`config.mk`:
```
export PLATFORM = sky130hd
export DESIGN_NAME = alu_ctrl_unit
export DESIGN_NICKNAME = d
export VERILOG_FILES = /design/src/rtl/cpu_pkg.sv /design/src/rtl/reg_file.sv /design/src/rtl/alu_ctrl_unit.sv
export SDC_FILE = /design/constraint.sdc
export NUM_CORES = 1
export LEC_CHECK = 0
export BUFFER_PORTS_ARGS = -buffer_cell sky130_fd_sc_hd__clkbuf_2
export CAP_MARGIN = 20
export CORE_MARGIN = 10
export CORE_UTILIZATION = 40
export CTS_CLUSTER_DIAMETER = 50
export DETAILED_ROUTE_END_ITERATION = 8
export PLACE_DENSITY_LB_ADDON = 0.1
export SYNTH_ARGS = -nofsm -noshare
export SYNTH_HDL_FRONTEND = slang
export SYNTH_SLANG_ARGS = --single-unit
```
`constraint.sdc`:
```
create_clock -name clk -period 3.2 [get_ports clk]
set_input_delay 0.64 -clock clk [delete_from_list [all_inputs] [get_ports clk]]
set_output_delay 0.64 -clock clk [all_outputs]
set_load 0.01 [all_outputs]
```
`src/rtl/cpu_pkg.sv`:
```
// Shared definitions for the ALU control unit: opcodes, instruction field
// positions and the sequencer state encoding.
package cpu_pkg;

    localparam logic [3:0] OP_NOP = 4'd0;
    localparam logic [3:0] OP_LDI = 4'd1;
    localparam logic [3:0] OP_MV  = 4'd2;
    localparam logic [3:0] OP_ADD = 4'd3;
    localparam logic [3:0] OP_SUB = 4'd4;
    localparam logic [3:0] OP_XOR = 4'd5;

    localparam int INSTR_W = 16;
    localparam int OP_W    = 4;
    localparam int OP_LO   = 12;
    localparam int RX_LO   = 9;
    localparam int RY_LO   = 6;

    typedef enum logic [1:0] {
        ST_IDLE   = 2'd0,
        ST_LOAD_A = 2'd1,
        ST_EXEC   = 2'd2,
        ST_WB     = 2'd3
    } state_t;

    // Opcodes that need the ALU (operand load + accumulate before write-back)
    function automatic logic is_alu_op(input logic [3:0] op);
        return (op == OP_ADD) || (op == OP_SUB) || (op == OP_XOR);
    endfunction

    function automatic logic is_legal_op(input logic [3:0] op);
        return op <= OP_XOR;
    endfunction

endpackage

```
`src/rtl/reg_file.sv`:
```
// General-purpose register file: one synchronous write port, three
// combinational read ports (two operands plus debug).
module reg_file #(
    parameter int WIDTH  = 16,
    parameter int NREGS  = 8,
    parameter int ADDR_W = 3
) (
    input  logic              clk,
    input  logic              rst,
    input  logic              we,
    input  logic [ADDR_W-1:0] waddr,
    input  logic [WIDTH-1:0]  wdata,
    input  logic [ADDR_W-1:0] ra_addr,
    output logic [WIDTH-1:0]  ra_data,
    input  logic [ADDR_W-1:0] rb_addr,
    output logic [WIDTH-1:0]  rb_data,
    input  logic [ADDR_W-1:0] dbg_addr,
    output logic [WIDTH-1:0]  dbg_data
);

    logic [WIDTH-1:0] regs [NREGS];

    always_ff @(posedge clk) begin
        if (rst) begin
            for (int i = 0; i < NREGS; i++) begin
                regs[i] <= '0;
            end
        end else if (we) begin
            regs[waddr] <= wdata;
        end
    end

    assign ra_data  = regs[ra_addr];
    assign rb_data  = regs[rb_addr];
    assign dbg_data = regs[dbg_addr];

endmodule

```
`src/rtl/alu_ctrl_unit.sv`:
```
// Control stage for the add/sub/xor ALU: accepts instructions, sequences the
// ALU strobes and writes results back into the register file.
module alu_ctrl_unit
    import cpu_pkg::*;
#(
    parameter int WIDTH  = 16,
    parameter int NREGS  = 8,
    parameter int ADDR_W = 3
) (
    input  logic               clk,
    input  logic               rst,
    input  logic               instr_valid,
    output logic               instr_ready,
    input  logic [15:0]        instr,
    input  logic [WIDTH-1:0]   imm_data,
    output logic               done,
    output logic               err,
    output logic [WIDTH-1:0]   alu_a,
    output logic [WIDTH-1:0]   alu_b,
    output logic               alu_a_en,
    output logic               alu_addsub,
    output logic               alu_xor,
    output logic               alu_acc_en,
    input  logic [WIDTH-1:0]   alu_result,
    input  logic [ADDR_W-1:0]  dbg_addr,
    output logic [WIDTH-1:0]   dbg_data
);

    state_t              state;
    state_t              state_nxt;
    logic [INSTR_W-1:0]  ir;
    logic [WIDTH-1:0]    imm_q;
    logic [OP_W-1:0]     op;
    logic [ADDR_W-1:0]   rx;
    logic [ADDR_W-1:0]   ry;
    logic                accept;
    logic                rf_we;
    logic [WIDTH-1:0]    rf_wdata;
    logic [WIDTH-1:0]    rf_a;
    logic [WIDTH-1:0]    rf_b;
    logic                unused_ir;

    assign op        = ir[OP_LO +: OP_W];
    assign rx        = ir[RX_LO +: ADDR_W];
    assign ry        = ir[RY_LO +: ADDR_W];
    assign unused_ir = ^ir[RY_LO-1:0];

    assign instr_ready = (state == ST_IDLE) && !rst;
    assign accept      = instr_valid && instr_ready;

    always_ff @(posedge clk) begin
        if (rst) begin
            state <= ST_IDLE;
            ir    <= '0;
            imm_q <= '0;
        end else begin
            state <= state_nxt;
            if (accept) begin
                ir    <= instr;
                imm_q <= imm_data;
            end
        end
    end

    always_comb begin
        state_nxt  = state;
        done       = 1'b0;
        err        = 1'b0;
        alu_a_en   = 1'b0;
        alu_acc_en = 1'b0;
        alu_addsub = 1'b0;
        alu_xor    = 1'b0;
        rf_we      = 1'b0;
        rf_wdata   = alu_result;
        case (state)
            ST_IDLE: begin
                // Decode from the incoming word: IR is only loaded on this edge
                if (accept) begin
                    state_nxt = is_alu_op(instr[OP_LO +: OP_W]) ? ST_LOAD_A : ST_WB;
                end
            end
            ST_LOAD_A: begin
                alu_a_en  = 1'b1;
                state_nxt = ST_EXEC;
            end
            ST_EXEC: begin
                alu_acc_en = 1'b1;
                alu_addsub = (op == OP_SUB);
                alu_xor    = (op == OP_XOR);
                state_nxt  = ST_WB;
            end
            ST_WB: begin
                done      = 1'b1;
                err       = !is_legal_op(op);
                state_nxt = ST_IDLE;
                case (op)
                    OP_ADD, OP_SUB, OP_XOR: begin
                        rf_we    = 1'b1;
                        rf_wdata = alu_result;
                    end
                    OP_LDI: begin
                        rf_we    = 1'b1;
                        rf_wdata = imm_q;
                    end
                    OP_MV: begin
                        rf_we    = 1'b1;
                        rf_wdata = rf_b;
                    end
                    default: begin
                        rf_we = 1'b0;
                    end
                endcase
            end
            default: begin
                state_nxt = ST_IDLE;
            end
        endcase
    end

    assign alu_a = rf_a;
    assign alu_b = rf_b;

    reg_file #(
        .WIDTH  (WIDTH),
        .NREGS  (NREGS),
        .ADDR_W (ADDR_W)
    ) u_reg_file (
        .clk      (clk),
        .rst      (rst),
        .we       (rf_we),
        .waddr    (rx),
        .wdata    (rf_wdata),
        .ra_addr  (rx),
        .ra_data  (rf_a),
        .rb_addr  (ry),
        .rb_data  (rf_b),
        .dbg_addr (dbg_addr),
        .dbg_data (dbg_data)
    );

endmodule
```
==> summary.md <==
Element type at the critical path end: an output pin. After clock tree synthesis, the setup repair step added 0 buffers. Counting the buffers created by CTS gives 17. The internal power was 4.49 mW. Clock insertion delay at the later pin of the skew report: 0.43 ns. Cells fill 47.8% of the core in the end.

Of the total power, the share spent switching nets is 30.6%. Counting flops with a built-in enable in the synthesized netlist gives 128. The tools report the via count of the first global-routing pass as 7114. The worst reg-to-reg setup slack is 0.51 ns.

Setup violations remaining at the end of the flow were counted as 0. Setup repair after global routing left no endpoint under its margin. Global placement routability congestion: 0.813. Subtracting the final worst setup slack from the clock period gives 3.01 ns. The worst hold path was traced through 3 stages. For the instance count of the mapped netlist, the log shows 664.

Data arrives at the worst endpoint at 2.37 ns. The tools report the top-level port count as 109. Per report_power, the sequential group accounts for 39.9% of the total.

Combinational cells account for 28.4% of the total power. The first global-routing pass estimated 45600 um of wire. The first routing iteration left 944 violations.

Netlist area before placement: 9520 um^2. Yosys mapped the design onto 45 distinct sky130hd cell types. The run gives 0 as the number of synthesis warnings. The clock edge transition at the registers on the reported setup and hold paths was 0.07 ns; the proportion of power drawn by the clock network was 31.7%. The final critical-path share of the clock period was 94.0%.

TritonCTS built the clock tree. 0 antenna diodes ended up in the layout. The number of search-and-repair iterations in the first detailed-routing pass is 5, and the final antenna-violating net count is 0.

The tools report the count of H-tree levels built during CTS as 4. The number of buffers added to fix hold violations after cts was 0; the fraction of synthesis flops using an asynchronous set or reset pin was 0%. Across the VDD grid, the largest voltage drop is 0.377 mV.

After detailed routing, the average wire length per cell comes to 27.5 um. The biggest fanout along the worst timing path was 16. In this run the power spent charging and discharging nets is 1.98 mW. For this block, the via count after detailed routing is 6993. Detailed placement finished with a half-perimeter wire length of 19500 um. The tree built by TritonCTS fans out to 162 sinks.

The starting utilization of the core area was 40.6%. For this run, the leading register cell type out of synthesis is edfxtp_1. The logs give 20.0% for the global routing usage summed across all routing layers and 47.5% for the share of the yosys chip area belonging to registers.

The number of nets handed over by synthesis was 723. The run gives 846 as the number of nets in the layout. The run gives 0 as the number of DRC violations after detailed routing. The endpoint identified for the worst register-to-register timing path is u_reg_file.regs[4][4].

In this run the critical register-to-register path is launched from state[1]. In this run the power density over the cells is 576 nW/um^2. The area added between synthesis and finish came out at 18.0%. The tools report the start point of the worst hold path as imm_data[5]. In the final timing run, aggregate negative setup slack is 0 ns.

The worst-margin pin slew was 0.838 ns. Flip-flop and latch count after synthesis: 162. The floorplan step defined a die boundary enclosing 30400 um^2. The setup clock skew after layout is 0.00968 ns, and the highest clock frequency the design can meet is 332 MHz.

Pin count of the biggest net entering global routing: 53. Global routing finished with a remaining overflow of 0. The tools report the number of hold-slack violations in the final timing report as 0.

The tools report the post-cts sizing count as 0. The number of cells on the worst reg-to-reg path is 5. The logs give 0 for the number of max-slew violations in the final report and 2.56 ns for the required time of the worst setup path. Summed over all cells, the static leakage comes to 4.43 nW. Buffers placed on the I/O ports in this run total 102. Measured along the y axis, the die boundary spans 174 um. The total area inside the core boundary comes to 23500 um^2.

The critical path class was reg -> out. The cell at the root of the clock tree is clkbuf_16. The worst min-delay path category was in -> reg. For the buffer depth of the longest clock path, the log shows 2. Measured against its own limit, the worst slew margin works out to 44.2%.

After detailed routing, the number of vias per cell comes to 6.25. The post-synthesis average cell area was 14.3 um^2. The die is 174 um wide. The element type at the critical path start was a flip-flop. For hold timing, the worst endpoint is imm_q[5]. The floorplan row count was 56.

For the initial antenna violation count, the log shows 0. The final layout contains routed wiring with a total length of 30800 um. The run finished with clean final reports.

Max-cap violations in this run came to 0. The share of post-route cells with drive strength above 1 came out at 43.3%.
==> placed cells by master (no fill, tap or decap), types with 6 or more instances in the layout <==
master and n:
a22oi_4 10, buf_12 6, buf_4 53, clkbuf_16 21
clkbuf_2 102, dfxtp_1 32, edfxtp_1 128, inv_1 21
mux2_2 32, mux2i_1 16, mux4_2 96, nand2_1 37
nand2b_1 34, o21ai_0 25, o22ai_1 127
==> synthesized netlist by cell type, types with 2 or more instances <==
master | instances | share of area (%)
mux2_2 | 32 | 3.8
nand3_1 | 2 | 0.11
o21ai_0 | 25 | 1.3
nor2_1 | 2 | 0.079
dfxtp_1 | 34 | 7.1
nor3b_1 | 2 | 0.16
clkbuf_1 | 20 | 0.79
nand2_2 | 4 | 0.26
nor3b_2 | 2 | 0.26
inv_1 | 19 | 0.75
ha_1 | 5 | 0.66
nor2b_1 | 3 | 0.20
o22ai_1 | 127 | 8.3
a21oi_1 | 2 | 0.11
nor3_1 | 2 | 0.11
mux4_2 | 96 | 23
buf_1 | 5 | 0.20
nand2_1 | 37 | 1.5
edfxtp_1 | 128 | 40
nand3_2 | 2 | 0.21
a22oi_1 | 5 | 0.39
buf_4 | 8 | 0.63
a22oi_4 | 10 | 2.2
nand2b_1 | 34 | 2.2
buf_2 | 16 | 0.84
mux2i_1 | 16 | 1.7
buf_6 | 8 | 0.95
==> state kept, by name, summed over array words and instances, names as in the netlist, named ones only <==
name and flops:
state 2, imm_q 16, u_reg_file.regs 128, ir 10
==> cell type report <==
class	instances	area, um^2
Inverter	19	71.3
Fill cell	2086	12200
Sequential cell	162	4530
Tap cell	319	399
Timing Repair Buffer	161	1030
Clock buffer	22	539
Multi-Input combinational cell	426	4600
Clock inverter	10	65.1
==> layer usage <==
layer | GRT usage [%] | share of wire (%) | vias to the layer above
li1 | - | - | 3009
met5 | 0 | 0 | -
met3 | 4.42 | 8.7 | 28
met2 | 33.2 | 49 | 412
met1 | 25.9 | 41 | 3544
met4 | 4.85 | 1.4 | 0
==> worst max-delay path, stage by stage (launching register included) <==
cell and delay [ns]:
dfxtp_2 0.63, buf_12 0.25, mux4_2 0.52, mux2i_1 0.17, buf_4 0.18, inv_1 0.04
clkbuf_2 0.12
==> per-stage QoR <==
step / cells / instance area (um^2) / total power, mW / hold slack [ns] / setup WS (ns)
floorplan: 664 / 9520 / 3.78 / 0.448 / 0.590
global placement: 1087 / 10600 / 4.43 / 0.460 / 0.512
detailed placement: 1087 / 10600 / 4.48 / 0.464 / 0.501
CTS: 1119 / 11200 / 6.51 / 0.394 / 0.126
global route: 1119 / 11200 / 6.75 / 0.415 / 0.0313
finish: 1119 / 11200 / 6.47 / 0.404 / 0.191
==> power groups by stage <==
| stage | Sequential [mW] | Clock, mW | Combinational [mW] |
|---|---|---|---|
| 2_1_floorplan | 2.55 | 0 | 1.23 |
| 3_3_place_gp | 2.62 | 0 | 1.82 |
| 6_report | 2.58 | 2.05 | 1.84 |
| 5_1_grt | 2.61 | 2.16 | 1.98 |
| 4_1_cts | 2.58 | 2.07 | 1.86 |
| 3_5_place_dp | 2.63 | 0 | 1.85 |
==> logic make-up after synthesis <==
group | count (synthesis) | synth area share, %
flops | 162 | 47.5
simple gates | 100 | 6.24
buf+inv | 76 | 4.15
xor+xnor | 1 | 0.0920
compound gates | 175 | 13.0
mux | 145 | 28.3
fa+ha+maj | 5 | 0.657
==> worst max-delay path by stage <==
stage                start          end  slack, ns  cells past startpoint
2_1_floorplan  dbg_addr[0]  dbg_data[0]       0.59                      4
3_3_place_gp   dbg_addr[0]  dbg_data[4]       0.51                      5
3_5_place_dp   dbg_addr[0]  dbg_data[4]       0.50                      5
4_1_cts          flip-flop    alu_b[10]       0.13                      6
5_1_grt          flip-flop    alu_b[12]       0.03                      6
6_report         flip-flop     alu_b[9]       0.19                      6
Note: power is estimated with default switching activity, not from simulation.
